[config.mk]
export PLATFORM = sky130hd
export DESIGN_NAME = ppu_vga_scanout
export DESIGN_NICKNAME = d
export VERILOG_FILES = /design/src/rtl/ppu_vga_scanout.sv
export SDC_FILE = /design/constraint.sdc
export NUM_CORES = 2
export LEC_CHECK = 0
export ABC_AREA = 1
export ABC_CLOCK_PERIOD_IN_PS = 7270
export CORE_UTILIZATION = 38
export CTS_BUF_LIST = sky130_fd_sc_hd__clkbuf_8
export CTS_CLUSTER_SIZE = 28
export DETAILED_ROUTE_END_ITERATION = 12
export SYNTH_ARGS = -nofsm -noshare
export SYNTH_HDL_FRONTEND = slang
export SYNTH_SLANG_ARGS = --single-unit
[constraint.sdc]
create_clock -name VGA_CLK -period 7.27 [get_ports VGA_CLK]
set_input_delay 1.0905 -clock VGA_CLK [delete_from_list [all_inputs] [get_ports VGA_CLK]]
set_output_delay 1.0905 -clock VGA_CLK [all_outputs]
set_load 0.005 [all_outputs]
[src/rtl/ppu_vga_scanout.sv]
`default_nettype none
// ============================================================================
// ppu_vga_scanout : PPU pixel stream -> ping-pong line buffers -> 640x480 VGA
// Rev 1.0 | optional border fill: define SCANOUT_BORDER_EN
// ============================================================================
module ppu_vga_scanout #(
    parameter int unsigned H_OFFSET     = 64,
    parameter logic [5:0]  BORDER_COLOR = 6'h0F
) (
    input  logic       VGA_CLK,
    input  logic       RST_N,
    input  logic [5:0] VGA_STREAM_DATA,
    input  logic [7:0] PPU_PTR_X,
    input  logic [7:0] PPU_PTR_Y,
    input  logic       VGA_STREAM_READY,
    input  logic       STAT_CLR,
    output logic [5:0] VGA_PIX,
    output logic       VGA_HS,
    output logic       VGA_VS,
    output logic       VGA_DE,
    output logic       OVERRUN,
    output logic       UNDERRUN
);

    localparam logic [9:0] c_H_LAST    = 10'd799;
    localparam logic [9:0] c_V_LAST    = 10'd524;
    localparam logic [9:0] c_H_ACTIVE  = 10'd640;
    localparam logic [9:0] c_V_ACTIVE  = 10'd480;
    localparam logic [9:0] c_HS_START  = 10'd656;
    localparam logic [9:0] c_HS_END    = 10'd751;
    localparam logic [9:0] c_VS_START  = 10'd490;
    localparam logic [9:0] c_VS_END    = 10'd491;
    localparam logic [9:0] c_PIC_START = 10'(H_OFFSET);
    localparam logic [9:0] c_PIC_END   = 10'(H_OFFSET + 512);

`ifdef SCANOUT_BORDER_EN
    localparam logic       c_BORDER_EN = 1'b1;
`else
    localparam logic       c_BORDER_EN = 1'b0;
`endif
    localparam logic [5:0] c_BORDER_PIX = BORDER_COLOR & {6{c_BORDER_EN}};

    // Raster and control state
    logic [9:0] h_q, h_d;
    logic [9:0] v_q, v_d;
    logic       wsel_q, wsel_d;      // buffer currently owned by the writer
    logic       full_q, full_d;
    logic       valid_q, valid_d;
    logic       ovr_q, ovr_d;
    logic       und_q, und_d;

    // Stage 1 (aligned with RAM read data) and stage 2 (output) registers
    logic       pic1_q, act1_q, hs1_q, vs1_q, valid1_q;
    logic [5:0] rdata_q;
    logic [5:0] pix_q, pix_d;
    logic       hs_q, vs_q, de_q, de_d;

    logic [5:0] buf0_mem [256];
    logic [5:0] buf1_mem [256];

    logic       w_active, w_pic, w_hs, w_vs;
    logic       w_swap, w_beat, w_wr_en, w_line_done, w_drop, w_underrun_evt;
    logic [7:0] w_rd_addr;

    assign w_active  = (h_q < c_H_ACTIVE) && (v_q < c_V_ACTIVE);
    assign w_pic     = (h_q >= c_PIC_START) && (h_q < c_PIC_END) && (v_q < c_V_ACTIVE);
    assign w_hs      = !((h_q >= c_HS_START) && (h_q <= c_HS_END));
    assign w_vs      = !((v_q >= c_VS_START) && (v_q <= c_VS_END));
    assign w_rd_addr = 8'((h_q - c_PIC_START) >> 1);

    // Odd lines never swap, so they replay the line fetched for the even one
    assign w_swap         = (h_q == 10'd0) && !v_q[0] && (v_q < c_V_ACTIVE);
    assign w_beat         = VGA_STREAM_READY && (PPU_PTR_Y < 8'd240);
    assign w_wr_en        = w_beat && !full_q;
    assign w_line_done    = w_wr_en && (PPU_PTR_X == 8'hFF);
    assign w_drop         = w_beat && full_q;
    assign w_underrun_evt = w_swap && !full_q && valid_q;

    always_comb begin
        h_d     = (h_q == c_H_LAST) ? 10'd0 : h_q + 10'd1;
        v_d     = v_q;
        wsel_d  = wsel_q;
        full_d  = full_q;
        valid_d = valid_q;
        if (h_q == c_H_LAST) begin
            v_d = (v_q == c_V_LAST) ? 10'd0 : v_q + 10'd1;
        end
        // Swap decides on the registered FULL, so a line finishing in the
        // swap cycle is picked up only at the next even line.
        if (w_swap && full_q) begin
            wsel_d  = ~wsel_q;
            full_d  = 1'b0;
            valid_d = 1'b1;
        end
        if (w_line_done) begin
            full_d = 1'b1;
        end
        ovr_d = w_drop | (ovr_q & ~STAT_CLR);
        und_d = w_underrun_evt | (und_q & ~STAT_CLR);
    end

    always_comb begin
        pix_d = 6'h00;
        de_d  = 1'b0;
        if (pic1_q) begin
            de_d  = 1'b1;
            pix_d = valid1_q ? rdata_q : 6'h00;
        end else if (act1_q) begin
            de_d  = c_BORDER_EN;
            pix_d = c_BORDER_PIX;
        end
    end

    // Line buffers: no reset, reader always uses the buffer the writer does not own
    always_ff @(posedge VGA_CLK) begin
        if (w_wr_en && !wsel_q) begin
            buf0_mem[PPU_PTR_X] <= VGA_STREAM_DATA;
        end
        if (w_wr_en && wsel_q) begin
            buf1_mem[PPU_PTR_X] <= VGA_STREAM_DATA;
        end
        rdata_q <= wsel_q ? buf0_mem[w_rd_addr] : buf1_mem[w_rd_addr];
    end

    always_ff @(posedge VGA_CLK or negedge RST_N) begin
        if (!RST_N) begin
            h_q      <= 10'd0;
            v_q      <= 10'd0;
            wsel_q   <= 1'b0;
            full_q   <= 1'b0;
            valid_q  <= 1'b0;
            ovr_q    <= 1'b0;
            und_q    <= 1'b0;
            pic1_q   <= 1'b0;
            act1_q   <= 1'b0;
            hs1_q    <= 1'b1;
            vs1_q    <= 1'b1;
            valid1_q <= 1'b0;
            pix_q    <= 6'h00;
            hs_q     <= 1'b1;
            vs_q     <= 1'b1;
            de_q     <= 1'b0;
        end else begin
            h_q      <= h_d;
            v_q      <= v_d;
            wsel_q   <= wsel_d;
            full_q   <= full_d;
            valid_q  <= valid_d;
            ovr_q    <= ovr_d;
            und_q    <= und_d;
            pic1_q   <= w_pic;
            act1_q   <= w_active;
            hs1_q    <= w_hs;
            vs1_q    <= w_vs;
            valid1_q <= valid_q;
            pix_q    <= pix_d;
            hs_q     <= hs1_q;
            vs_q     <= vs1_q;
            de_q     <= de_d;
        end
    end

    assign VGA_PIX  = pix_q;
    assign VGA_HS   = hs_q;
    assign VGA_VS   = vs_q;
    assign VGA_DE   = de_q;
    assign OVERRUN  = ovr_q;
    assign UNDERRUN = und_q;

endmodule

`default_nettype wire
==> summary.txt <==
SYNTH
--------------------------------------------------------------------------------------------
Top flip-flop cell by instance count after synthesis                            sky130_fd_sc_hd__edfxtp_1
Average cell area after synthesis                                                 11.2 sq um
XOR/XNOR Fraction of Synth Area                                                      0.0405%
Cell types with the largest area share after synthesis                          sky130_fd_sc_hd__edfxtp_1 (71%), sky130_fd_sc_hd__nand2_1 (7.4%), sky130_fd_sc_hd__nor2_1 (5.5%), sky130_fd_sc_hd__nand3_1 (4.5%), sky130_fd_sc_hd__o21ai_0 (3.4%)
Synth top area share                                                                   71.1%
Post-synthesis compound-gate area fraction                                             4.58%
Total standard cell area after synthesis                                        130,000 sq um
Basic-gate share of the synthesized area counting and, or, nand and nor cells          19.5%
Total number of yosys warnings                                                             0
Mux share of post-synthesis cell area                                                     0%
Portion of the post-synthesis area used by sequential elements                         71.9%
Mapped Cells                                                                          11,600
Dominant cell by count in the synthesized netlist                               sky130_fd_sc_hd__edfxtp_1
FF+latch count, synth                                                                  3,116
Netlist cell types                                                                        36
Largest family of logic cells by synthesized area                               simple AND/OR/NAND/NOR gates
Count of flip-flops with a built-in enable after synthesis                             3,072
Net Count, Synth                                                                      11,700
Post-Synth Adder-Cell Area                                                           0.0867%
Fraction of registers with async set/reset                                             1.22%
Biggest area consumer among synthesized cells                                   sky130_fd_sc_hd__edfxtp_1
Synth cell count leaders                                                        sky130_fd_sc_hd__edfxtp_1 (3,072), sky130_fd_sc_hd__nand2_1 (2,567), sky130_fd_sc_hd__nor2_1 (1,896)

CLOCK TREE
--------------------------------------------------------------------------------------------
Clock transition at path regs                                                        0.07 ns
# Post-CTS Setup Buffers                                                                   0
Clock tree from TritonCTS                                                               done
Maximum clock insertion buffer count                                                       4
H-tree depth reported by CTS                                                               5
Clock net sink count                                                                   3,116
Insertion delay of the later-clocked pin in the worst-skew pair                      1.07 ns
Cells resized by post-CTS repair                                                           0
CTS buffer count                                                                         474
Number of buffers inserted for hold repair after clock tree synthesis                      0
Clock tree root driver cell                                                     sky130_fd_sc_hd__clkbuf_8

STA
--------------------------------------------------------------------------------------------
Max-slew violation count                                                                   0
Worst Hold Slack                                                                    0.153 ns
Final Setup Violations                                                                     0
Final Hold Vio Count                                                                       0
Clock period minus final worst setup slack                                           4.30 ns
Slew at the pin closest to its max-slew limit                                        1.23 ns
Clk_skew                                                                           0.0504 ns
Unrepaired setup endpoints after global routing                                           no
Relative slew margins                                                                  17.4%
Post-route setup TNS                                                                    0 ns
Share of the cycle needed by the critical path after routing                           59.2%
Maximum achievable frequency                                                         232 MHz

GLOBAL ROUTING
--------------------------------------------------------------------------------------------
First-pass GRT wire length                                                        529,000 um
Busiest metal layer after global routing                                                met2
GRT met2 Usage                                                                         33.4%
Total Routing Usage GR                                                                 20.3%
Via count of the first global-routing pass                                            83,300
Met1 track utilization from global routing                                             27.8%
Sum of overflow across all layers after global routing                                     0
Largest net degree at the start of global routing                                        176
Number of antenna violations at the first check in global routing                         12
Met3 Use GR                                                                            2.70%

CRITICAL PATH
--------------------------------------------------------------------------------------------
Peak per-stage delay on the critical path                                            0.84 ns
Chain of cells forming the critical path                                        clkinv_2 -> ha_1 -> buf_4 -> inv_1 -> nand3_1 -> nand3_1 -> nand3_1 -> nand2_1
Type of the worst setup path                                                      reg -> reg
Critical path arrival                                                                5.27 ns
Worst-path cell with the longest stage delay                                    sky130_fd_sc_hd__inv_1
Critical Path Most Common Cell                                                  sky130_fd_sc_hd__nand3_1
Required time worst endpoint                                                         8.23 ns
Sort of element at the end of the critical path                                    flip-flop
Largest fanout on the critical path                                                       30
Type of element launching the critical path                                        flip-flop

RUN STATUS
--------------------------------------------------------------------------------------------
Violations in the final reports                                                          DRC
Outcome                                                                         finished, violations left

PLACE
--------------------------------------------------------------------------------------------
Sum of net half-perimeters after detailed placement                               188,000 um
Gp weighted congestion                                                                 0.821
Port buffer count                                                                         32

MIN PATH
--------------------------------------------------------------------------------------------
Min-Delay Path Class                                                             in -> async

FLOORPLANNING
--------------------------------------------------------------------------------------------
Die area                                                                        344,000 sq um
Die span in y                                                                         586 um
Initial standard-cell utilization of the core                                          38.2%
Die width                                                                             586 um
Core box area                                                                   340,000 sq um
Placement row count                                                                      214
I/O pin count                                                                             37

ROUTING
--------------------------------------------------------------------------------------------
Via-to-Cell Ratio                                                                       5.23
Length of the first detailed-routing pass in iterations                                   10
Final wirelength                                                                  355,000 um
Wire length per cell after detailed routing                                          21.7 um
Residual antenna-violating net count after detailed routing                                0
Iteration-0 DRC count of the detailed router                                           8,711
DRC violation count after routing                                                         10
Total number of vias                                                                  85,800

FINAL LAYOUT
--------------------------------------------------------------------------------------------
Layout Area Growth over Synthesis                                                      9.93%
Final Net Count                                                                       11,500
Share of cells above drive strength 1                                                  6.47%

JOB
--------------------------------------------------------------------------------------------
Max-cap check violation count                                                              0

POWER
--------------------------------------------------------------------------------------------
Max IR drop VDD                                                                     0.133 mV
Power per standard cell area                                                     237 nW/um^2
Standby leakage power                                                                50.4 nW

[cells by family (layout without fill, tap and decap cells)]
family	count (synthesis)	count (layout)
other	0	5
AO/OA/AOI/OAI	1127	1127
XOR/XNOR	6	6
AND/OR/NAND/NOR	6161	6161
adder cells (fa/ha/maj)	9	9
buffers and inverters	1211	1440
flip-flops	3116	3116
[placed cells by master, fill, tap and decap left out, types with 5 or more instances in the layout]
master                               n
sky130_fd_sc_hd__ha_1                9
sky130_fd_sc_hd__buf_12             42
sky130_fd_sc_hd__clkinv_2           57
sky130_fd_sc_hd__nor3_1            520
sky130_fd_sc_hd__clkdlybuf4s50_1    25
sky130_fd_sc_hd__buf_4             101
sky130_fd_sc_hd__edfxtp_1         3072
sky130_fd_sc_hd__clkinvlp_4          7
sky130_fd_sc_hd__xor2_1              6
sky130_fd_sc_hd__buf_8               6
sky130_fd_sc_hd__inv_6               6
sky130_fd_sc_hd__bufinv_16          11
sky130_fd_sc_hd__o21ai_1            60
sky130_fd_sc_hd__clkinv_1          133
sky130_fd_sc_hd__nand2_4            17
sky130_fd_sc_hd__inv_1             545
sky130_fd_sc_hd__dfrtp_1            30
sky130_fd_sc_hd__o21ai_0           874
sky130_fd_sc_hd__nand2_1          2550
sky130_fd_sc_hd__dfxtp_1             6
sky130_fd_sc_hd__o22ai_1             7
sky130_fd_sc_hd__o211ai_1          110
sky130_fd_sc_hd__a21oi_1            71
sky130_fd_sc_hd__nand3_1          1163
sky130_fd_sc_hd__clkbuf_8          499
sky130_fd_sc_hd__nor2_1           1894
sky130_fd_sc_hd__diode_2             5
[per-layer routing]
| metal | up-vias | part of all wire, % |
|---|---|---|
| li1 | 40000 | - |
| met1 | 41700 | 42 |
| met2 | 3428 | 47 |
| met3 | 625 | 7.6 |
| met4 | 0 | 3.0 |
| met5 | - | 0 |
[registers in the layout, summed over array words and instances (netlist names)]
name / cells
buf0_mem: 1536
buf1_mem: 1536
h_q: 10
v_q: 10
VGA_PIX: 6
rdata_q: 6
OVERRUN: 1
UNDERRUN: 1
VGA_DE: 1
VGA_HS: 1
VGA_VS: 1
full_q: 1
hs1_q: 1
pic1_q: 1
valid1_q: 1
valid_q: 1
vs1_q: 1
wsel_q: 1
[worst max-delay path, delay by kind of cell, from the launching register on]
kind / cells / cell delay (ns)
simple gates: 4 / 0.92
fa+ha+maj: 1 / 0.55
flops: 1 / 0.79
buf+inv: 3 / 1.89
[area by class of cell]
cell class	instances	area [sq um]
timing repair buffer	175	1940
antenna	5	12.5
fill	31700	197000
clock inverter	363	1790
clock buffer	499	6870
inverter	403	1540
tap	4536	5680
sequential	3116	93300
multi-input combinational	7303	31500
[power breakdown]
group	total (W)	switching, W	internal, W
combinational	0.000565	0.000515	0.0000499
sequential	0.0197	0.00000249	0.0197
clock	0.0135	0.00679	0.00671
total	0.0338	0.00731	0.0265
[path summary, 6_finish.rpt]
path / from / to / slack [ns] / depth (start not counted)
min reg2reg: vs1_q$_DFF_PN1_ / VGA_VS$_DFF_PN1_ / 0.36 / 0
min: RST_N / v_q[9]$_DFFE_PN0N_ / 0.15 / 1
max in group asynchronous: RST_N / h_q[1]$_DFF_PN0_ / 6.49 / 1
max: h_q[6]$_DFF_PN0_ / rdata_q[3]$_DFF_P_ / 2.97 / 8
max reg2reg: h_q[6]$_DFF_PN0_ / rdata_q[3]$_DFF_P_ / 2.97 / 8
min in group VGA_CLK: vs1_q$_DFF_PN1_ / VGA_VS$_DFF_PN1_ / 0.36 / 0
[metrics by stage]
step | worst slack (ns) | utilization, % | power (W) | cell area (sq um) | instances
floorplan | 4.55 | - | 0.0202 | 130000 | 11600
finish | 2.97 | 42.0 | 0.0338 | 143000 | 16400
CTS | 3.10 | 42.0 | 0.0340 | 143000 | 16400
global placement | 2.47 | 39.4 | 0.0207 | 134000 | 15500
global route | 2.90 | 42.0 | 0.0348 | 143000 | 16400
detailed placement | 2.44 | 39.4 | 0.0207 | 134000 | 15500
Power figures use the tool's default switching activity.
